[src/rtl/warp_mask_pkg.sv]
// Shared types and width helpers for the warp active-mask pipeline.
// The payload struct is sized for the largest supported warp; users slice the live bits.
package warp_mask_pkg;

    localparam int STAT_W        = 32;
    localparam int MAX_WARP_SIZE = 64;
    localparam int MAX_LANE_W    = 6;
    localparam int MAX_CNT_W     = 7;
    localparam int MAX_WARP_ID_W = 16;

    function automatic int f_lane_w(input int warp_size);
        return $clog2(warp_size);
    endfunction

    function automatic int f_cnt_w(input int warp_size);
        return $clog2(warp_size + 1);
    endfunction

    typedef struct packed {
        logic [MAX_WARP_ID_W-1:0] warp_id;
        logic [MAX_WARP_SIZE-1:0] mask;
        logic [MAX_CNT_W-1:0]     count;
        logic [MAX_LANE_W-1:0]    first;
        logic [MAX_LANE_W-1:0]    last;
        logic                     any;
        logic                     all;
    } warp_payload_t;

endpackage

[src/rtl/warp_mask_pipe_elastic_reduce.sv]
// Combinational mask reduction: popcount, find-first, find-last, any/all.
// An empty mask reports first = last = 0.
module warp_mask_reduce
    import warp_mask_pkg::*;
#(
    parameter int WARP_SIZE = 32,
    parameter int LANE_W    = f_lane_w(WARP_SIZE),
    parameter int CNT_W     = f_cnt_w(WARP_SIZE)
) (
    input  logic [WARP_SIZE-1:0] i_mask,
    output logic [CNT_W-1:0]     o_count,
    output logic [LANE_W-1:0]    o_first,
    output logic [LANE_W-1:0]    o_last,
    output logic                 o_any,
    output logic                 o_all
);

    always_comb begin
        o_count = '0;
        o_first = '0;
        o_last  = '0;
        for (int i = 0; i < WARP_SIZE; i++) begin
            o_count = o_count + CNT_W'(i_mask[i]);
            if (i_mask[i]) o_last = LANE_W'(i);
        end
        for (int i = WARP_SIZE - 1; i >= 0; i--) begin
            if (i_mask[i]) o_first = LANE_W'(i);
        end
    end

    assign o_any = |i_mask;
    assign o_all = &i_mask;

endmodule

[src/rtl/warp_mask_pipe_elastic.sv]
// Elastic STAGES-deep warp-mask pipeline with reduction results in stage 0.
// Optional lane/warp statistics counters: define WARP_MASK_STATS_EN.
module warp_mask_pipe_elastic
    import warp_mask_pkg::*;
#(
    parameter int WARP_SIZE = 32,
    parameter int WARP_ID_W = 4,
    parameter int STAGES    = 2,
    parameter int LANE_W    = f_lane_w(WARP_SIZE),
    parameter int CNT_W     = f_cnt_w(WARP_SIZE)
) (
    input  logic                 clk,
    input  logic                 rst_n,
    input  logic                 in_valid,
    output logic                 in_ready,
    input  logic [WARP_ID_W-1:0] in_warp_id,
    input  logic [WARP_SIZE-1:0] in_mask,
    input  logic [LANE_W-1:0]    query_lane,
    output logic                 query_active,
    output logic                 out_valid,
    input  logic                 out_ready,
    output logic [WARP_ID_W-1:0] out_warp_id,
    output logic [WARP_SIZE-1:0] out_mask,
    output logic [CNT_W-1:0]     out_count,
    output logic [LANE_W-1:0]    out_first,
    output logic [LANE_W-1:0]    out_last,
    output logic                 out_any,
    output logic                 out_all,
    output logic [STAT_W-1:0]    stat_warps,
    output logic [STAT_W-1:0]    stat_lanes,
    input  logic                 stat_clr
);

    logic [CNT_W-1:0]  w_red_count;
    logic [LANE_W-1:0] w_red_first;
    logic [LANE_W-1:0] w_red_last;
    logic              w_red_any;
    logic              w_red_all;
    warp_payload_t     w_in_pl;
    logic [STAGES-1:0] w_adv;
    logic              w_xfer;
    logic              w_unused_bits;

    logic [STAGES-1:0] r_vld;
    warp_payload_t     r_pl [STAGES];

    warp_mask_reduce #(
        .WARP_SIZE (WARP_SIZE),
        .LANE_W    (LANE_W),
        .CNT_W     (CNT_W)
    ) u_reduce (
        .i_mask  (in_mask),
        .o_count (w_red_count),
        .o_first (w_red_first),
        .o_last  (w_red_last),
        .o_any   (w_red_any),
        .o_all   (w_red_all)
    );

    assign query_active = in_mask[query_lane];

    always_comb begin
        w_in_pl                          = '0;
        w_in_pl.warp_id[WARP_ID_W-1:0]   = in_warp_id;
        w_in_pl.mask[WARP_SIZE-1:0]      = in_mask;
        w_in_pl.count[CNT_W-1:0]         = w_red_count;
        w_in_pl.first[LANE_W-1:0]        = w_red_first;
        w_in_pl.last[LANE_W-1:0]         = w_red_last;
        w_in_pl.any                      = w_red_any;
        w_in_pl.all                      = w_red_all;
    end

    // Stage k may move iff some stage at or after k is empty, or the consumer takes the head.
    for (genvar g = 0; g < STAGES; g++) begin : g_adv
        assign w_adv[g] = out_ready || !(&r_vld[STAGES-1:g]);
    end

    assign in_ready = w_adv[0];
    assign w_xfer   = in_valid && w_adv[0];

    always_ff @(posedge clk or negedge rst_n) begin
        if (!rst_n) begin
            r_vld <= '0;
            for (int k = 0; k < STAGES; k++) r_pl[k] <= '0;
        end else begin
            if (w_adv[0]) r_vld[0] <= in_valid;
            if (w_xfer)   r_pl[0]  <= w_in_pl;
            for (int k = 1; k < STAGES; k++) begin
                if (w_adv[k])              r_vld[k] <= r_vld[k-1];
                if (w_adv[k] && r_vld[k-1]) r_pl[k]  <= r_pl[k-1];
            end
        end
    end

    assign out_valid   = r_vld[STAGES-1];
    assign out_warp_id = r_pl[STAGES-1].warp_id[WARP_ID_W-1:0];
    assign out_mask    = r_pl[STAGES-1].mask[WARP_SIZE-1:0];
    assign out_count   = r_pl[STAGES-1].count[CNT_W-1:0];
    assign out_first   = r_pl[STAGES-1].first[LANE_W-1:0];
    assign out_last    = r_pl[STAGES-1].last[LANE_W-1:0];
    assign out_any     = r_pl[STAGES-1].any;
    assign out_all     = r_pl[STAGES-1].all;

`ifdef WARP_MASK_STATS_EN
    logic [STAT_W-1:0] r_stat_warps;
    logic [STAT_W-1:0] r_stat_lanes;

    function automatic logic [STAT_W-1:0] f_sat_add(input logic [STAT_W-1:0] a,
                                                   input logic [STAT_W-1:0] b);
        logic [STAT_W:0] s;
        s = {1'b0, a} + {1'b0, b};
        return s[STAT_W] ? {STAT_W{1'b1}} : s[STAT_W-1:0];
    endfunction

    // Clear takes priority over a coincident transfer.
    always_ff @(posedge clk or negedge rst_n) begin
        if (!rst_n) begin
            r_stat_warps <= '0;
            r_stat_lanes <= '0;
        end else if (stat_clr) begin
            r_stat_warps <= '0;
            r_stat_lanes <= '0;
        end else if (w_xfer) begin
            r_stat_warps <= f_sat_add(r_stat_warps, STAT_W'(1));
            r_stat_lanes <= f_sat_add(r_stat_lanes, STAT_W'(w_red_count));
        end
    end

    assign stat_warps    = r_stat_warps;
    assign stat_lanes    = r_stat_lanes;
    assign w_unused_bits = ^r_pl[STAGES-1];
`else
    assign stat_warps    = '0;
    assign stat_lanes    = '0;
    assign w_unused_bits = ^{r_pl[STAGES-1], stat_clr};
`endif

endmodule

[config.mk]
export PLATFORM = sky130hd
export DESIGN_NAME = warp_mask_pipe_elastic
export DESIGN_NICKNAME = d
export VERILOG_FILES = /design/src/rtl/warp_mask_pkg.sv /design/src/rtl/warp_mask_pipe_elastic_reduce.sv /design/src/rtl/warp_mask_pipe_elastic.sv
export SDC_FILE = /design/constraint.sdc
export NUM_CORES = 1
export LEC_CHECK = 0
export CORE_ASPECT_RATIO = 0.75
export CORE_UTILIZATION = 54
export DETAILED_ROUTE_END_ITERATION = 12
export MAX_ROUTING_LAYER = met4
export PLACE_DENSITY = 0.86
export SETUP_SLACK_MARGIN = 0.2
export SLEW_MARGIN = 5
export SYNTH_ARGS = -nofsm -noshare
export SYNTH_HDL_FRONTEND = slang
export SYNTH_HIERARCHICAL = 1
export SYNTH_SLANG_ARGS = --single-unit
[constraint.sdc]
create_clock -name clk -period 4.1 [get_ports clk]
set_input_delay 0.82 -clock clk [delete_from_list [all_inputs] [get_ports clk]]
set_output_delay 0.82 -clock clk [all_outputs]
set_load 0.01 [all_outputs]
### Yosys cells after proc, flatten, opt, wreduce, memory -nomap -nowiden

Index checks and enable logic that the tools add are counted.
W data, S select, Z words.

| storage, ports and cells | value |
|---|---|
| register bits after elaboration | 110 |
| bits in latches | 0 |
| RAM bits | 0 |
| ROM bits | 0 |
| word-level logic and storage cells | 122 |
| memories kept | 0 |

| operators by class | value |
|---|---|
| $add $sub $neg | 31 |
| multiply operators | 0 |
| divide/modulo/power cells | 0 |
| $lt $le $gt $ge | 1 |
| equality and inequality tests | 0 |
| shift-type cells | 0 |
| mux-type cells | 65 |
| bitwise logic cells | 0 |
| reduce and logical (&&, ||, !) cells | 9 |

Operators by type and width:

| kind | count |
|---|---|
| $mux W5 | 48 |
| $add A6 B1 Y6 | 30 |
| $mux W4 | 8 |
| $reduce_and A32 Y1 | 1 |
| $reduce_or A32 Y1 | 1 |
| $mux W3 | 4 |
| $lt A5 B6 Y1 const B | 1 |
| $bmux W1 S5 | 1 |
| $mux W2 | 2 |
| $add A1 B1 Y2 | 1 |
| $logic_and A1 B1 Y1 | 2 |
| $logic_not A1 Y1 | 2 |
| $logic_or A1 B1 Y1 | 2 |
| $mux W1 | 2 |
| $reduce_and A2 Y1 | 1 |

### Longest topological paths before layout

| logic depth | value |
|---|---|
| depth after elaboration | 32 |
| mapped depth | 17 |
| gate-level depth less buffers | 16 |

### Modules after synthesis

The synthesis kept the hierarchy.

Modules (own cells, without submodules):

| module | times used | cells each | area an instance (um2) | seq. area each (um2) |
|---|---|---|---|---|
| warp_mask_pipe_elastic | 1 | 392 | 5280.1 | 2752.6 |
| warp_mask_reduce | 1 | 199 | 1530.2 | 0.0 |

### Worst setup path before layout

Ideal clock, no wire load.

| path | value |
|---|---|
| path kind | input to register |
| start | in in_mask[11] |
| end | reg r_pl[119] (netlist name) |
| arrival time | 5.494 ns |
| required time | 3.975 ns |
| setup slack | -1.519 ns |
| stages on the path | 17 |
| path buffers | 1 |
| cell sequence | clkbuf_2 inv_1 fa_1 inv_1 fa_1 inv_1 fa_1 fa_1 fa_1 fa_1 inv_1 fa_1 fa_1 a21o_1 a21oi_1 xnor2_1 mux2_2 |

| on the way | value |
|---|---|
| longest elaborated chain between the ends | 21 |

RTL lines:

| item | RTL line | source |
|---|---|---|
| from (decl) | warp_mask_pipe_elastic.sv:17 | `input logic [WARP_SIZE-1:0] in_mask,` |
| $add A6 B1 Y6 (21 in series) | warp_mask_pipe_elastic_reduce.sv:23 | `o_count = o_count + CNT_W'(i_mask[i]);` |
| named net w_red_count[4] | warp_mask_pipe_elastic.sv:34 | `logic [CNT_W-1:0] w_red_count;` |
| to (signal, indexed assignment) | warp_mask_pipe_elastic.sv:90 | `if (w_adv[k] && r_vld[k-1]) r_pl[k] <= r_pl[k-1];` |
| to (decl) | warp_mask_pipe_elastic.sv:45 | `warp_payload_t r_pl [STAGES];` |

The timed path passes the listed nets, and every way through them passes these cells.
A chain may end at the register's enable or synchronous reset.

### Worst setup path after layout

| path | value |
|---|---|
| start | in in_mask[29] |
| end | reg r_pl[119] (netlist name) |

| on the way | value |
|---|---|
| longest elaborated chain between the ends | 3 |

RTL lines:

| item | RTL line |
|---|---|
| $add A6 B1 Y6 (3 in series) | warp_mask_pipe_elastic_reduce.sv:23 |
| named net w_red_count[4] | warp_mask_pipe_elastic.sv:34 |

The timed path passes the listed nets, and every way through them passes these cells.

==> summary.md <==
| Metric | Value |
|---|---|
| Status | finished with violations |
| Failing checks | negative setup slack |
| Post-synthesis cell area | 6810 um2 |
| Metal3 WL | 1.051 mm |
| Die area | 13070 um2 |
| Slew Viols, Final | 0 |
| Leak | 3.613 nW |
| M1 wire length | 7.196 mm |
| Area Overhead vs Synth | 17.64% |
| Crit Path Category | input port to flip-flop |
| GP Congestion | 0.9033 |
| Worst setup margin | -1.162 ns |
| Power Dens Cells | 556.3 nW/um2 |
| R2r endpoint | out_mask[23] |
| I/O pin count | 167 |
| Max IR drop VDD | 0.0003988 V |
| Post-synth top area share | 40.42% |
| Setup slack, reg-to-reg | 2.35 ns |
| Port Buffers | 101 |
| Clock Path Buffers | 2 |
| Met2 routed WL | 6.752 mm |
| Synthesized area per cell | 11.52 um2 |
| RSZ-0062 raised after global routing | yes |
| GR Overflow Total | 0 |
| Setup crit end | r_pl[119] |
| Final setup viols | 6 |
| Worst R2R Path Depth | 4 |
| GRT Total Usage | 25.18% |
| Synth area leaders | dfrtp_1 (40%), mux2_2 (18%), buf_4 (14%) |
| Inst Count DP | 841 |
| Post-route ant nets | 0 |
| Worst Path Required | 4.33 ns |
| Pin count of the biggest net entering global routing | 61 |
| Place WS | -1.981 ns |
| Starting DRC count in detailed routing | 256 |
| Max-cap violation count | 0 |
| Final worst path period need | 5.262 ns |
| Hold Buf Count CTS | 0 |
| Sequential share of the synthesized area | 40.42% |
| First-pass GRT wire length | 24.57 mm |
| DR vias | 4480 |
| Finished Core Util | 65.10% |
| CTS tree | done |
| N_diodes | 0 |
| Area of the core | 12310 um2 |
| Layout cells sized above 1 | 30.92% |
| Tcrit/Tclk final | 128.3% |
| Top layer in use | met4 |
| Fmax | 190.0 MHz |
| Synth cell types | 51 |
| Antenna violations before repair | 0 |
| CTS sink count | 110 |
| Synth Flop Type | dfrtp_1 |
| Routed len/inst | 17.64 um |
| Non-Filler Instances | 858 |
| Vias per std cell | 5.221 |
| Worst-Margin Slew | 0.6747 ns |
| YS warnings | 6 |
| EDFF count, synth | 0 |
| Final WL | 15.13 mm |
| Worst-Skew Late Latency | 0.34 ns |
| Clk slew on worst S/H paths | 0.07 ns |
| Row count | 35 |
| DRC viols | 0 |
| Mapped Cells | 591 |
| Die width | 131.7 um |
| Hpwl dp | 11.56 mm |
| Reg2reg start | r_vld[1] |
| Initial DRT Pass Iterations | 4 |
| Max_slew headroom | 54.86% |
| Final net count | 771 |
| Min-delay worst type | flip-flop to flip-flop |
| Setup crit end kind | flip-flop |
| Synthesized flop and latch total | 110 |
| CP max FO | 2 |
| Launch point of the worst path | in_mask[29] |
| Cell taking the most area after synthesis | dfrtp_1 |
| Final Hold Viols | 0 |
| Worst Skew | 0.006688 ns |
| H-tree Lvls | 3 |
| Root Buffer | clkbuf_16 |
| TritonCTS Buffers | 9 |
| Worst EP arrival | 5.49 ns |
| Initial Utilization | 55.34% |
| Die height | 99.26 um |
| Vias in the first global route | 4562 |
| Startpoint class of the critical path | input port |
| Async set-or-reset flop fraction in the synthesized netlist | 100.0% |
==> cells in the final DEF (no fill, tap or decap), types with 3 or more instances in the layout <==
cell type	n
mux2i_1	16
conb_1	64
inv_1	36
buf_4	51
nand3_1	3
dfrtp_1	110
mux2_2	107
nor3_1	8
inv_2	11
ha_1	11
clkbuf_16	9
buf_2	7
a22oi_1	4
nor2_1	20
fa_2	3
nor4_1	4
a21oi_1	17
buf_6	6
fa_1	21
a21o_1	4
nor2b_1	5
nand4_1	10
nand2_1	12
clkdlybuf4s50_1	83
o21ai_0	9
nand2b_1	5
o31a_1	4
a211oi_1	3
==> what timing repair did <==
item | in CTS | in global routing
setup endpoints to repair | 6 | 6
hold endpoints to repair | 0 | 0
setup buffers | 3 | 0
pin swaps | 20 | 13
gates resized for setup | 73 | 5
cloned | 0 | 0
==> worst min-delay path by stage <==
stage                     start      endpoint  slack [ns]  cells after the start
floorplan              r_vld[0]      r_vld[1]        0.46                      1
global placement      r_pl[141]  out_mask[19]        0.48                      1
detailed placement    r_pl[143]  out_mask[21]        0.49                      1
CTS                   r_pl[143]  out_mask[21]        0.50                      1
global route        out_mask[2]   out_mask[2]        0.52                      1
finish                r_pl[143]  out_mask[21]        0.50                      1
==> worst max-delay path, stage by stage <==
cell and delay [ns]:
buf_2 0.10, inv_2 0.05, fa_1 0.49, fa_1 0.54
inv_2 0.04, fa_1 0.51, inv_2 0.05, fa_1 0.53
fa_1 0.44, fa_1 0.53, inv_2 0.04, fa_2 0.34
fa_2 0.35, a21o_1 0.17, a21oi_2 0.14, xnor2_1 0.08
mux2_4 0.26
==> power by group <==
part           switching, W  leakage, nW  internal, W
combinational      0.000916         2.18      0.00120
sequential         0.000116         1.28      0.00132
clock              0.000363        0.150     0.000544
total               0.00140         3.61      0.00306
==> logic make-up after synthesis <==
family,after synthesis,share of synthesized area (%)
AOI/OAI and AO/OA,59,5.805
adders and majority gates,36,9.260
muxes,124,20.21
other,1,0.05506
DFF,110,40.42
and+or+nand+nor,82,6.853
buffers and inverters,176,17.01
xor gates and xnor gates,3,0.3859
==> through the flow <==
stage          TNS [ns]  area, um2  hold slack [ns]  power, W
2_1_floorplan    -5.939       7068           0.4572  0.002839
3_3_place_gp     -9.930       7689           0.4830  0.003407
3_5_place_dp     -10.38       7689           0.4886  0.003489
4_1_cts          -6.818       8011           0.5039  0.004505
5_1_grt          -6.662       8011           0.5179  0.004771
6_report         -5.740       8011           0.5009  0.004457
==> sequential cells by signal, summed over array words and instances, names as in the netlist <==
name and cells:
out_first 5, out_all 1, out_last 5, r_pl 54
out_mask 32, out_any 1, out_count 6, r_vld 2
out_warp_id 4
==> synth_stat cells (8+ instances only) <==
| cell type | instances |
|---|---|
| buf_4 | 126 |
| dfrtp_1 | 110 |
| mux2_2 | 108 |
| inv_1 | 47 |
| fa_1 | 24 |
| nor2_1 | 20 |
| a21oi_1 | 19 |
| mux2i_1 | 16 |
| nand2_1 | 13 |
| ha_1 | 12 |
| nand4_1 | 10 |
| o21ai_0 | 9 |
| nor3_1 | 8 |
==> routing by layer <==
metal	vias to the layer above	GRT usage [%]
met5	-	-
li1	2034	-
met4	0	5.635
met3	11	5.097
met1	2257	35.47
met2	178	37.65
==> layout make-up <==
| type | instances | area [um2] |
|---|---|---|
| Clock inverter | 4 | 72.57 |
| Tap cell | 166 | 207.7 |
| Timing Repair Buffer | 153 | 1394 |
| Fill cell | 974 | 4294 |
| Sequential cell | 110 | 2753 |
| Clock buffer | 10 | 239.0 |
| Multi-Input combinational cell | 368 | 3169 |
| Inverter | 47 | 176.4 |
(Power assumes the default switching activity.)
